$ cat config.mk
export PLATFORM = sky130hd
export DESIGN_NAME = mult_div_sequencer
export DESIGN_NICKNAME = d
export VERILOG_FILES = /design/src/rtl/mult_div_sequencer.sv
export SDC_FILE = /design/constraint.sdc
export NUM_CORES = 1
export LEC_CHECK = 0
export CAP_MARGIN = 20
export CELL_PAD_IN_SITES_DETAIL_PLACEMENT = 0
export CELL_PAD_IN_SITES_GLOBAL_PLACEMENT = 1
export CORE_ASPECT_RATIO = 0.9
export CORE_MARGIN = 2
export CORE_UTILIZATION = 38
export CTS_CLUSTER_DIAMETER = 50
export DETAILED_ROUTE_END_ITERATION = 10
export PLACE_DENSITY_LB_ADDON = 0.15
export REMOVE_ABC_BUFFERS = 1
export SLEW_MARGIN = 20
export SYNTH_ARGS = -nofsm -noshare
export SYNTH_HDL_FRONTEND = slang
export SYNTH_SLANG_ARGS = --single-unit
$ cat constraint.sdc
create_clock -name clock -period 3 [get_ports clock]
set_input_delay 0.3 -clock clock [delete_from_list [all_inputs] [get_ports clock]]
set_output_delay 0.3 -clock clock [all_outputs]
set_load 0.02 [all_outputs]
$ cat src/rtl/mult_div_sequencer.sv
// Iterative MULT/MULTU/DIV/DIVU engine owning the HI/LO registers.
// One shift-add or restoring shift-subtract step per cycle, then a sign-fix cycle.
module mult_div_sequencer #(
    parameter int WIDTH = 32
) (
    input  logic             clock,
    input  logic             reset,
    input  logic             start,
    input  logic [1:0]       op,
    input  logic [WIDTH-1:0] A,
    input  logic [WIDTH-1:0] B,
    input  logic             hi_write,
    input  logic             lo_write,
    input  logic [WIDTH-1:0] wdata,
    output logic             busy,
    output logic             done,
    output logic             div_zero,
    output logic [WIDTH-1:0] HI,
    output logic [WIDTH-1:0] LO,
    output logic [1:0]       State
);

    localparam int CW = $clog2(WIDTH);

    typedef enum logic [1:0] {
        S_IDLE = 2'd0,
        S_CALC = 2'd1,
        S_FIX  = 2'd2,
        S_DONE = 2'd3
    } state_t;

    state_t               r_state;
    state_t               w_next_state;
    logic [CW-1:0]        r_cnt;
    logic [2*WIDTH-1:0]   r_acc;
    logic [WIDTH-1:0]     r_b;
    logic                 r_is_div;
    logic                 r_neg_q;
    logic                 r_neg_r;
    logic                 r_div_zero;
    logic [WIDTH-1:0]     r_hi;
    logic [WIDTH-1:0]     r_lo;

    logic                 w_signed;
    logic                 w_dz_start;
    logic [WIDTH-1:0]     w_abs_a;
    logic [WIDTH-1:0]     w_abs_b;
    logic [WIDTH:0]       w_mul_sum;
    logic [2*WIDTH-1:0]   w_mul_next;
    logic [WIDTH:0]       w_div_shift;
    logic [WIDTH:0]       w_div_diff;
    logic [2*WIDTH-1:0]   w_div_next;
    logic [2*WIDTH-1:0]   w_prod_fix;
    logic [WIDTH-1:0]     w_quot;
    logic [WIDTH-1:0]     w_rem;

    assign w_signed   = ~op[0];
    assign w_dz_start = (r_state == S_IDLE) && start && op[1] && (B == '0);
    assign w_abs_a    = (w_signed && A[WIDTH-1]) ? -A : A;
    assign w_abs_b    = (w_signed && B[WIDTH-1]) ? -B : B;

    // Multiply: multiplier sits in the low half and shifts out as the product shifts in.
    assign w_mul_sum  = {1'b0, r_acc[2*WIDTH-1:WIDTH]} + {1'b0, r_b};
    assign w_mul_next = r_acc[0] ? {w_mul_sum, r_acc[WIDTH-1:1]}
                                 : {1'b0, r_acc[2*WIDTH-1:1]};

    // Divide: {remainder, dividend/quotient}; the extra bit of w_div_diff is the borrow.
    assign w_div_shift = r_acc[2*WIDTH-1:WIDTH-1];
    assign w_div_diff  = w_div_shift - {1'b0, r_b};
    assign w_div_next  = w_div_diff[WIDTH]
                       ? {w_div_shift[WIDTH-1:0], r_acc[WIDTH-2:0], 1'b0}
                       : {w_div_diff[WIDTH-1:0],  r_acc[WIDTH-2:0], 1'b1};

    assign w_prod_fix = r_neg_q ? -r_acc : r_acc;
    assign w_quot     = r_neg_q ? -r_acc[WIDTH-1:0] : r_acc[WIDTH-1:0];
    assign w_rem      = r_neg_r ? -r_acc[2*WIDTH-1:WIDTH] : r_acc[2*WIDTH-1:WIDTH];

    always_ff @(posedge clock) begin
        if (reset) r_state <= S_IDLE;
        else       r_state <= w_next_state;
    end

    always_comb begin
        // NOTE: default first so every path assigns w_next_state and no latch is inferred.
        w_next_state = r_state;
        unique case (r_state)
            S_IDLE: if (start) w_next_state = w_dz_start ? S_DONE : S_CALC;
            S_CALC: if (r_cnt == CW'(WIDTH - 1)) w_next_state = S_FIX;
            S_FIX:  w_next_state = S_DONE;
            S_DONE: w_next_state = S_IDLE;
        endcase
    end

    always_ff @(posedge clock) begin
        if (reset) begin
            r_cnt      <= '0;
            r_acc      <= '0;
            r_b        <= '0;
            r_is_div   <= 1'b0;
            r_neg_q    <= 1'b0;
            r_neg_r    <= 1'b0;
            r_div_zero <= 1'b0;
            r_hi       <= '0;
            r_lo       <= '0;
        end else begin
            // NOTE: non-blocking so every register samples pre-edge values, whatever the statement order.
            r_div_zero <= w_dz_start;
            unique case (r_state)
                S_IDLE: begin
                    if (hi_write) r_hi <= wdata;
                    if (lo_write) r_lo <= wdata;
                    if (start) begin
                        r_is_div <= op[1];
                        r_neg_q  <= w_signed & (A[WIDTH-1] ^ B[WIDTH-1]);
                        r_neg_r  <= w_signed & A[WIDTH-1];
                        r_b      <= w_abs_b;
                        r_acc    <= {{WIDTH{1'b0}}, w_abs_a};
                        r_cnt    <= '0;
                    end
                end
                S_CALC: begin
                    r_acc <= r_is_div ? w_div_next : w_mul_next;
                    r_cnt <= r_cnt + 1'b1;
                end
                S_FIX: begin
                    if (r_is_div) begin
                        r_hi <= w_rem;
                        r_lo <= w_quot;
                    end else begin
                        r_hi <= w_prod_fix[2*WIDTH-1:WIDTH];
                        r_lo <= w_prod_fix[WIDTH-1:0];
                    end
                end
                S_DONE: ;
            endcase
        end
    end

    assign busy     = (r_state == S_CALC) || (r_state == S_FIX);
    assign done     = (r_state == S_DONE);
    assign div_zero = r_div_zero;
    assign HI       = r_hi;
    assign LO       = r_lo;
    assign State    = r_state;

endmodule

==> impl_metrics.tcl <==
set metrics [dict create \
    vias_per_cell 5.70 \
    slowest_stage "or4b_4" \
    r2r_start "r_acc[2]" \
    cts.sinks 171 \
    maxCapViolations 0 \
    r2r_cells 8 \
    clock_latency_ns 0.47 \
    fin_util_pct 53.1 \
    dieArea_um2 39200 \
    n_antenna_cell 0 \
    synth.top_cell.area_share_pct 23.9 \
    fin_nets 2444 \
    grt_pass1_wl_um 86500 \
    rsz0062_at_grt "yes" \
    holdWs_ns 0.347 \
    avgSynthCellArea_um2 7.40 \
    tightestPinTransition_ns 0.927 \
    grt_usage_pct 28.3 \
    syn_to_final_growth_pct 38.0 \
    cp-start-kind "flip-flop" \
    hold_path.class "in2reg" \
    die_h_um 188 \
    violations "setup timing" \
    setup_ws_ns -0.0481 \
    ys.flop_type "dfxtp_1" \
    powerDensity_nw_per_um2 797 \
    r2r_end "LO[25]" \
    wl_per_cell_um 20.7 \
    r2r_slack_ns -0.05 \
    ys_ff_latch 171 \
    async_flop_share_pct 0 \
    fill_cells 3635 \
    place_congestion 0.975 \
    worstSetupPathType "reg2reg" \
    synth_area_um2 14300 \
    finClkSkew_ns 0.0149 \
    die_w_um 208 \
    critPathMaxFanout 6 \
    yosysUniqueCellTypes 75 \
    synth-edff-count 0 \
    post-place-ws_ns -0.354 \
    grt_pass1_vias 14600 \
    final_cell_area_um2 19700 \
    worstSetupEndpointType "flip-flop" \
    overflow 0 \
    hold_path.startpoint "reset" \
    leakage_nw 7.95 \
    synth_commonest_cells "213 x nor2_1, 185 x a21oi_1, 175 x nand2_1" \
    worstPathArrival_ns 3.37 \
    setup_tns_ns -0.103 \
    cts_buffers 17 \
    multi_input_area_um2 10900 \
    fin_crit_sh_pct 102 \
    layout_min_cycle_time_ns 3.05 \
    drt_iter0_markers 1173 \
    postPlaceCellArea_um2 18100 \
    fmax_mhz 328 \
    synth_area_leaders "dfxtp_1 24%, a21oi_1 6.5%, ha_1 6.5%, nor2_1 5.6%, a211oi_1 5.4%" \
    setup_viol 4 \
    ios 172 \
    cts_tree "done" \
    routed_wl_um 57100 \
    hold_buffers 0 \
    ant_nets 0 \
    num_rows 67 \
    io_buffers 171 \
    slew_headroom_pct 38.2 \
    hpwl_um 44100 \
    yosysMostFrequentCell "nor2_1" \
    seqCellArea_um2 3470 \
    clk_pin_slew_worst_paths_ns 0.07 \
    min_to "r_acc[50]" \
    slew_viol_final 0 \
    vias 15700 \
    synth-warning-count 0 \
    path_cells "or4_1, or4_4, or4b_4, o31ai_1, xor2_1, a211oi_1, a21oi_1, nor2_1" \
    antenna_found_initial 0 \
    grt_max_degree 143 \
    hold_viol_final 0 \
    dr.pass1.iters 5 \
    htreeDepth 4 \
    start_util_pct 38.5 \
    cts_buffer_depth 2 \
    crit_required_ns 3.33 \
    syn_inst 1931 \
    cts-root-buf "clkbuf_16" \
    drive_gt1_share_pct 21.6 \
    hold_depth 3 \
    peakVddDrop_uv 668 \
    status "finished, violations left" \
    cpPeakStageDelay_ns 0.59 \
    yosysTopAreaCell "dfxtp_1" \
    drc 0 \
    placeableCoreArea_um2 37100 \
    ys_seq_area_share_pct 23.9 \
]
-- through the flow --
stage | cells | power (mW)
3_3_place_gp | 2706 | 12.6
5_1_grt | 2759 | 16.7
3_5_place_dp | 2706 | 12.7
2_1_floorplan | 1794 | 8.72
6_report | 2759 | 15.7
4_1_cts | 2744 | 15.1
-- area by class of cell --
cell class | instances | share of cell area [%]
Clock buffer | 18 | 2.23
Clock inverter | 12 | 0.590
Inverter | 63 | 1.21
Multi-Input combinational cell | 1560 | 55.3
Sequential cell | 171 | 17.6
Tap cell | 483 | 3.06
Timing Repair Buffer | 452 | 20.0
-- where the power goes --
group / leakage [nW] / internal (mW) / switching [mW]
clock network: 0.258 / 1.16 / 1.07
logic: 6.27 / 4.24 / 5.82
registers: 1.42 / 2.91 / 0.535
-- registers in the layout, indices dropped and copies added, names as in the netlist --
signal and flops:
r_acc 64, HI 32, LO 32, r_b 32
r_cnt 5, State 2, div_zero 1, r_is_div 1
r_neg_q 1, r_neg_r 1
-- per-layer routing --
layer | global-route usage, % | wire length (um)
met2 | 42.3 | 24600
met4 | 6.23 | 719
met5 | 0 | 0
met1 | 42.7 | 28100
met3 | 4.12 | 3740
-- logic make-up after synthesis --
group	after synthesis	synth area share, %
compound gates	629	28.6
xor+xnor	159	9.74
fa+ha+maj	76	6.76
buf+inv	200	5.36
flops	171	23.9
mux	78	5.56
simple gates	618	20.0
-- cell usage in the layout (no fill, tap or decap), types with 9 or more instances in the layout --
master | synthesis | routed
a21oi_1 | 185 | 170
mux2i_1 | 67 | 67
a311oi_1 | 12 | 10
or3_1 | 20 | 16
dfxtp_1 | 171 | 146
buf_6 | 1 | 12
o21ai_0 | 105 | 83
a21o_1 | 38 | 38
xnor2_1 | 73 | 68
dfxtp_2 | 0 | 18
o31ai_1 | 25 | 20
a31oi_1 | 21 | 17
o21ai_1 | 2 | 13
nor4_1 | 13 | 12
inv_1 | 61 | 58
ha_1 | 74 | 54
clkdlybuf4s50_1 | 0 | 170
nor3_1 | 44 | 42
clkbuf_16 | 0 | 17
nor2b_1 | 26 | 23
nand2b_1 | 19 | 18
nand4_1 | 18 | 18
mux2_2 | 11 | 11
ha_4 | 0 | 14
buf_4 | 0 | 263
a211oi_2 | 1 | 9
a21oi_2 | 0 | 11
a211oi_1 | 103 | 94
and3_1 | 17 | 17
o21ai_2 | 1 | 11
o41ai_1 | 10 | 10
xor2_1 | 86 | 83
nor2_1 | 213 | 209
nand3_1 | 30 | 29
nand2_1 | 175 | 171
o211ai_1 | 45 | 45
-- what timing repair did --
action / in CTS / in global routing
gates resized for setup: 56 / 144
setup buffers: 8 / 16
setup endpoints to repair: 52 / 60
pin swaps: 19 / 71
cloned: 0 / 0
hold endpoints to repair: 0 / 0
-- how the worst max path moves through the flow --
stage / start / endpoint / slack [ns]
after floorplan: State[0] / LO[0] / -1.99
after global placement: r_acc[6] / HI[29] / -0.32
after detailed placement: r_acc[17] / HI[29] / -0.35
after CTS: r_acc[2] / HI[23] / -0.03
after global routing: r_acc[2] / HI[31] / -0.14
final: r_acc[2] / LO[25] / -0.05
-- worst max-delay path: cells and delay by family (launching register included) --
family           cells  cell delay, ns
AND/OR/NAND/NOR      4            1.69
AO/OA/AOI/OAI        3            0.55
XOR/XNOR             1            0.36
flip-flops           1            0.31
(Power assumes the default switching activity.)
